<file path="src/rtl/shift_frame_ctrl.sv">
// Sequencer for an external parallel-load shift register: accepts a word over valid/ready,
// loads it, shifts it out one bit per clock as a framed stream, then clears the register.
module shift_frame_ctrl #(
  parameter int unsigned SHIFT_WIDTH = 8,
  parameter bit          FILL_BIT    = 1'b0
) (
  input  logic                   clock,
  input  logic                   aclr_n,
  input  logic                   in_valid,
  input  logic [SHIFT_WIDTH-1:0] in_data,
  output logic                   in_ready,
  input  logic                   abort,
  output logic [SHIFT_WIDTH-1:0] sr_data,
  output logic                   sr_load,
  output logic                   sr_enable,
  output logic                   sr_sclr,
  output logic                   sr_sset,
  output logic                   sr_shiftin,
  input  logic                   sr_shiftout,
  output logic                   ser_out,
  output logic                   ser_valid,
  output logic                   busy,
  output logic                   done,
  output logic                   aborted
);

  localparam int unsigned CntW = (SHIFT_WIDTH > 1) ? $clog2(SHIFT_WIDTH) : 1;
  localparam logic [CntW-1:0] CntLast = CntW'(SHIFT_WIDTH - 1);

  typedef enum logic [1:0] {StIdle, StLoad, StShift, StFinish} state_e;

  state_e                 state_q;
  logic [CntW-1:0]        cnt_q;
  logic [SHIFT_WIDTH-1:0] data_q;
  logic                   abort_q;

  always_ff @(posedge clock or negedge aclr_n) begin
    if (!aclr_n) begin
      state_q <= StIdle;
      cnt_q   <= '0;
      data_q  <= '0;
      abort_q <= 1'b0;
    end else begin
      unique case (state_q)
        StIdle: begin
          // A handshake takes priority over abort, which is ignored here.
          if (in_valid) begin
            data_q  <= in_data;
            state_q <= StLoad;
          end
        end
        StLoad: begin
          cnt_q <= '0;
          if (abort) begin
            abort_q <= 1'b1;
            state_q <= StFinish;
          end else begin
            state_q <= StShift;
          end
        end
        StShift: begin
          cnt_q <= cnt_q + 1'b1;
          if (abort) begin
            abort_q <= 1'b1;
            state_q <= StFinish;
          end else if (cnt_q == CntLast) begin
            state_q <= StFinish;
          end
        end
        StFinish: begin
          abort_q <= 1'b0;
          state_q <= StIdle;
        end
        default: state_q <= StIdle;
      endcase
    end
  end

  // Moore decode: only ser_out depends on an input (the register's serial output).
  assign in_ready   = (state_q == StIdle);
  assign busy       = (state_q != StIdle);
  assign sr_data    = data_q;
  assign sr_load    = (state_q == StLoad);
  assign sr_enable  = (state_q != StIdle);
  assign sr_sclr    = (state_q == StFinish);
  assign sr_sset    = 1'b0;
  assign sr_shiftin = FILL_BIT;
  assign ser_valid  = (state_q == StShift);
  assign ser_out    = ser_valid & sr_shiftout;
  assign done       = (state_q == StFinish) & ~abort_q;
  assign aborted    = (state_q == StFinish) & abort_q;

endmodule

</file>
<file path="config.mk">
export PLATFORM = sky130hd
export DESIGN_NAME = shift_frame_ctrl
export DESIGN_NICKNAME = d
export VERILOG_FILES = /design/src/rtl/shift_frame_ctrl.sv
export SDC_FILE = /design/constraint.sdc
export NUM_CORES = 1
export LEC_CHECK = 0
export CAP_MARGIN = 20
export CORE_MARGIN = 2
export CORE_UTILIZATION = 40
export CTS_BUF_LIST = sky130_fd_sc_hd__clkbuf_8
export DETAILED_ROUTE_END_ITERATION = 10
export PLACE_DENSITY = 0.77
export SKIP_LAST_GASP = 1
export SLEW_MARGIN = 20
export SYNTH_ARGS = -nofsm -noshare
export SYNTH_HDL_FRONTEND = slang
export SYNTH_SLANG_ARGS = --single-unit
</file>
<file path="constraint.sdc">
create_clock -name clock -period 2 [get_ports clock]
set_input_delay 0.2 -clock clock [delete_from_list [all_inputs] [get_ports clock]]
set_output_delay 0.2 -clock clock [all_outputs]
set_load 0.03 [all_outputs]
</file>
==> impl_metrics.py, run 1 <==
metrics = {
    "logic_synthesis": {
        "ys_ff_latch": 14,
        "synth_top_area_share_pct": 48.8,
        "yosys_warnings": 0,
        "syn_inst": 61,
        "yosys.area.top_type": "dfrtp_1",
        "syn_avg_cell_area_sq_um": 11.8,
        "synth_area_leaders": "dfrtp_1, mux2_2, ha_1",
        "synth-seq-area-share_pct": 48.8,
        "syn_area_sq_um": 718,
        "synth_cell_type_count": 21,
    },
    "finish": {
        "final_nets": 112,
        "multi_input_area_sq_um": 319,
        "final_cell_mix": "clkdlybuf4s50_1, dfrtp_1, mux2_2",
        "antenna_cells": 0,
        "nFillCells": 140,
        "utilization_pct": 63.0,
        "drive_above_1_share_pct": 17.6,
        "area_growth_pct": 49.8,
        "regArea_sq_um": 350,
        "final_common_cell": "clkdlybuf4s50_1",
    },
    "worst_setup_path": {
        "reg2reg_slack_ps": 430,
        "path_cells": "inv_1, ha_1, clkdlybuf4s50_1",
        "crit_type": "reg -> out",
        "r2r-end": "state_q[1]",
        "startpoint": "state_q[0]",
        "r2r_start": "state_q[0]",
        "cp.required_ps": 1800,
        "cp.arrival_ps": 1700,
        "critPathSlowestCell": "clkdlybuf4s50_1",
        "cp-end-kind": "output pin",
        "crit_path_start_kind": "flip-flop",
        "reg2reg_depth": 5,
        "cp_max_fo": 4,
        "cpPeakStageDelay_ps": 680,
    },
    "routing": {
        "post_drt_via_cell_ratio": 4.58,
        "post-route-drc-count": 0,
        "top_layer_used": "met4",
        "num_vias": 531,
        "wl_met1_um": 602,
        "drt_iter0_drc": 3,
        "wl_per_cell_um": 12.5,
        "wl_met2_um": 745,
        "wl_um": 1450,
        "first_pass_iters": 2,
        "ant_nets": 0,
        "route.met3.wl_um": 71,
    },
    "placed_design": {
        "hpwl_um": 1110,
        "gp_congestion": 0.742,
        "port_buffers": 29,
    },
    "timing": {
        "fin_crit_ps": 1900,
        "rsz0062_at_grt": "no",
        "slew_violations": 0,
        "finalHoldViolCount": 0,
        "setup_viol": 0,
        "min_period_over_period_pct": 94.8,
        "timing.fmax_ghz": 0.528,
        "tightest_slew_ps": 647,
        "tns_ps": 0,
        "fin_skew_ps": 0.926,
        "slew_headroom_pct": 56.7,
    },
    "pwr": {
        "p_switching_mw": 0.827,
        "pwr-share-comb_pct": 59.8,
        "intPower_mw": 1.09,
        "p_sw_share_pct": 43.2,
        "seqPwrFrac_pct": 25.8,
        "vdd_ir_drop_max_mv": 1.11,
        "p_clk_share_pct": 14.5,
        "power_density_mw_per_mm2": 1780,
        "leakage_nw": 0.531,
    },
    "clock_tree": {
        "clock_path_buffers": 2,
        "cts-root-buf": "clkbuf_8",
        "h-tree-depth": 1,
        "cts.clk_slew.worst_paths_ps": 60,
        "post_cts_buffers": 0,
        "clock_latency_ps": 240,
        "cts_tree": "done",
        "cts_hold_buf": 0,
        "cts_buffers": 3,
        "cts.sinks": 14,
    },
    "grt": {
        "grt_pass1_vias": 507,
        "grt_pass1_wl_um": 2220,
        "track_usage_pct": 15.5,
        "gr-total-overflow": 0,
        "grt_max_degree": 15,
        "grt_antenna_before_repair": 0,
    },
    "floorplan": {
        "die_x_um": 46.4,
        "pin_count": 32,
        "initial_utilization_pct": 42.1,
        "dieHeight_um": 46.4,
        "core_sq_mm": 0.00171,
        "placementRows": 15,
        "dieArea_sq_mm": 0.00215,
    },
    "outcome": {
        "status": "finished clean",
    },
    "flow_run": {
        "cap_violations": 0,
    },
    "worst_hold_path": {
        "min_path_type": "in -> async",
    },
}
## final cells by class
cell class                 instances  share of cell area [%]
inverter                           7                    2.44
tap                               25                    2.91
sequential                        14                    32.6
multi-input combinational         37                    29.7
timing repair buffer              29                    27.3
clock buffer                       4                    5.12
## per-layer routing
| metal | vias up | global-route usage, % |
|---|---|---|
| li1 | 260 | - |
| met1 | 252 | 18.2 |
| met2 | 15 | 23.3 |
| met3 | 4 | 5.88 |
| met4 | 0 | 9.71 |
| met5 | - | 0 |
## Yosys cell counts
library cell,count
a211o_1,1
and2_1,2
mux2_2,8
nand3_1,3
inv_1,7
nand2_2,1
nor3b_2,1
ha_1,7
o21ai_0,4
o22ai_1,1
conb_1,1
clkbuf_1,1
a21oi_2,1
buf_4,3
mux2_4,1
a21oi_1,1
nor2b_1,1
dfrtp_1,14
nand2b_1,1
a211oi_1,1
nand2_1,1
## state kept, by name, summed over array words and instances (netlist names)
| name | flops |
|---|---|
| sr_data | 8 |
| cnt_q | 3 |
| state_q | 2 |
| abort_q | 1 |
## critical path: cells and delay by family (launching register included)
family | cells | cell delay (ps)
buffers and inverters | 2 | 830
adders and majority gates | 1 | 220
DFF | 1 | 410
## stage by stage
stage | cell area (sq um) | total power, mW | hold slack (ps) | cells | setup WS, ps
after floorplan | 722 | 1.26 | -95.6 | 62 | 368
after global placement | 1020 | 1.65 | 487 | 112 | 294
after detailed placement | 1020 | 1.68 | 492 | 112 | 245
after CTS | 1070 | 1.94 | 373 | 116 | 5.75
after global routing | 1080 | 2.04 | 417 | 116 | 15.1
final | 1080 | 1.92 | 355 | 116 | 105
## logic make-up (layout without fill, tap and decap cells)
group	Yosys count	after routing	synth area share (%)
fa+ha+maj	7	7	12.2
compound gates	9	9	7.84
mux	9	9	14.6
buf+inv	11	40	7.32
other cells	1	2	0.522
flops	14	14	48.8
simple gates	10	10	8.71
## power by group through the flow
stage / Combinational (mW) / Sequential [mW] / Clock [mW]
2_1_floorplan: 0.600 / 0.657 / 0
3_3_place_gp: 1.16 / 0.491 / 0
3_5_place_dp: 1.18 / 0.500 / 0
4_1_cts: 1.16 / 0.495 / 0.285
5_1_grt: 1.23 / 0.511 / 0.297
6_report: 1.14 / 0.494 / 0.277
## worst max-delay path by stage
stage / end / slack [ps] / cells after the start
global route: ser_valid / 20 / 3
CTS: ser_out / 6 / 4
finish: ser_valid / 100 / 3
global placement: sr_enable / 290 / 4
detailed placement: sr_enable / 250 / 4
floorplan: sr_enable / 370 / 4
## timing repair
item,CTS,global route
gates resized for setup,3,3
endpoints found under the hold margin,0,0
endpoints found under the setup margin,3,3
(Power assumes the default switching activity.)
==> run 2: changes to the inputs <==
--- a/config.mk
+++ b/config.mk
@@ -11,6 +11,7 @@
 export CTS_BUF_LIST = sky130_fd_sc_hd__clkbuf_8
 export DETAILED_ROUTE_END_ITERATION = 10
 export PLACE_DENSITY = 0.77
+export SETUP_SLACK_MARGIN = 0.1
 export SKIP_LAST_GASP = 1
 export SLEW_MARGIN = 20
 export SYNTH_ARGS = -nofsm -noshare
==> run 2 against run 1 <==
Critical endpoint is now sr_load; clock power is essentially flat; first-iteration DRC count increased by 33%; maximum frequency is 2.8% higher; largest cell class unchanged; largest power group unchanged; via count is 0.56% lower; worst setup slack improved by 51 ps; non-clock buffer count unchanged; cell area is 1.2% lower; sequential cell count unchanged; die area unchanged; critical path depth is the same; clock-buffer cell count is the same; global-route usage is the same.
==> impl_metrics.py, run 2 (same netlist as run 1, synthesis figures left out) <==
metrics = {
    "worst_hold_path": {
        "min_path_type": "in -> async",
    },
    "finish": {
        "final_nets": 112,
        "final_cell_mix": "clkdlybuf4s50_1, dfrtp_1, mux2_2",
        "drive_above_1_share_pct": 17.6,
        "antenna_cells": 0,
        "multi_input_area_sq_um": 319,
        "final_common_cell": "clkdlybuf4s50_1",
        "fin_cells": 116,
        "utilization_pct": 62.3,
        "regArea_sq_um": 350,
        "largest_register_ff_count": 8,
        "area_growth_pct": 48.1,
        "nFillCells": 145,
    },
    "pwr": {
        "pwr-share-comb_pct": 59.4,
        "power_density_mw_per_mm2": 1780,
        "leakage_nw": 0.496,
        "seqPwrFrac_pct": 26.0,
        "intPower_mw": 1.07,
        "p_switching_mw": 0.827,
        "p_sw_share_pct": 43.6,
        "vdd_ir_drop_max_mv": 1.12,
        "p_clk_share_pct": 14.6,
    },
    "timing": {
        "slew_violations": 0,
        "fin_skew_ps": 0.739,
        "slew_headroom_pct": 56.3,
        "finalHoldViolCount": 0,
        "min_period_over_period_pct": 92.2,
        "fin_ws_ps": 156,
        "tns_ps": 0,
        "setup_viol": 0,
        "rsz0062_at_grt": "no",
        "fin_crit_ps": 1840,
        "hold_ws_ps": 357,
        "timing.fmax_ghz": 0.542,
        "tightest_slew_ps": 653,
    },
    "placed_design": {
        "dpl.cell_count": 112,
        "pre_cts_ws_ps": 245,
        "gp_congestion": 0.742,
        "hpwl_um": 1110,
        "port_buffers": 29,
    },
    "worst_setup_path": {
        "reg2reg_depth": 5,
        "crit_path_start_kind": "flip-flop",
        "cp_max_fo": 6,
        "cp.required_ps": 1800,
        "crit_type": "reg -> out",
        "cp.arrival_ps": 1640,
        "cp-end-kind": "output pin",
    },
    "floorplan": {
        "core_sq_mm": 0.00171,
        "dieArea_sq_mm": 0.00215,
        "dieHeight_um": 46.4,
        "initial_utilization_pct": 42.1,
        "placementRows": 15,
        "pin_count": 32,
        "die_x_um": 46.4,
    },
    "routing": {
        "post_drt_via_cell_ratio": 4.55,
        "first_pass_iters": 2,
        "post-route-drc-count": 0,
        "ant_nets": 0,
        "num_vias": 528,
        "drt_iter0_drc": 4,
        "wl_um": 1450,
        "wl_per_cell_um": 12.5,
    },
    "grt": {
        "gr-total-overflow": 0,
        "grt_pass1_wl_um": 2220,
        "track_usage_pct": 15.5,
        "grt_pass1_vias": 502,
        "grt_antenna_before_repair": 0,
        "grt_max_degree": 15,
    },
    "clock_tree": {
        "cts-root-buf": "clkbuf_8",
        "clock_latency_ps": 240,
        "cts_buffers": 3,
        "cts_tree": "done",
        "clock_path_buffers": 2,
        "cts.clk_slew.worst_paths_ps": 60,
        "post_cts_buffers": 0,
        "h-tree-depth": 1,
        "cts.sinks": 14,
        "cts_hold_buf": 0,
        "post_cts_resize_count": 7,
    },
    "outcome": {
        "status": "finished clean",
    },
    "flow_run": {
        "cap_violations": 0,
    },
}
==> run 2: cell types whose count changed in the layout (fill, tap and decap cells not counted) <==
cell,delta
clkdlybuf4s50_1,-1
dlymetal6s2s_1,-3
dlygate4sd2_1,+4
==> run 2: power by group through the flow <==
stage               sequential (mW)  clock (mW)  combinational [mW]
finish                        0.493       0.277                1.13
global route                  0.511       0.297                1.21
CTS                           0.495       0.285                1.13
detailed placement            0.500           0                1.18
global placement              0.491           0                1.16
floorplan                     0.657           0               0.600
==> run 2: critical path, stage by stage, from the launching register on <==
cell	delay, ps
dfrtp_1	450
inv_1	110
ha_1	160
clkdlybuf4s50_1	670
==> run 2: final timing paths <==
path / slack [ps] / from / to
max in group asynchronous: 1230 / aclr_n / abort_q
max: 160 / state_q[1] / sr_load
max reg2reg: 430 / state_q[0] / state_q[1]
min in group clock: 500 / sr_data[6] / sr_data[6]
min: 360 / aclr_n / sr_data[4]
min reg2reg: 500 / sr_data[6] / sr_data[6]
==> run 2: layer usage <==
metal  part of all wire (%)  global-route usage [%]
met1                     42                    18.2
met2                     52                    23.3
met3                    4.8                    5.88
met4                    1.7                    9.71
met5                      0                       0
==> run 2: final cells by class <==
cell class                      count  area share (%)
Timing Repair Buffer               29            26.5
Clock buffer                        4            5.18
Multi-Input combinational cell     37            30.0
Inverter                            7            2.47
Sequential cell                    14            32.9
Tap cell                           25            2.94
==> run 2: through the flow <==
| step | total power, mW | instance area (sq um) |
|---|---|---|
| finish | 1.90 | 1060 |
| CTS | 1.91 | 1060 |
| global route | 2.02 | 1060 |
| detailed placement | 1.68 | 1020 |
| global placement | 1.65 | 1020 |
| floorplan | 1.26 | 722 |
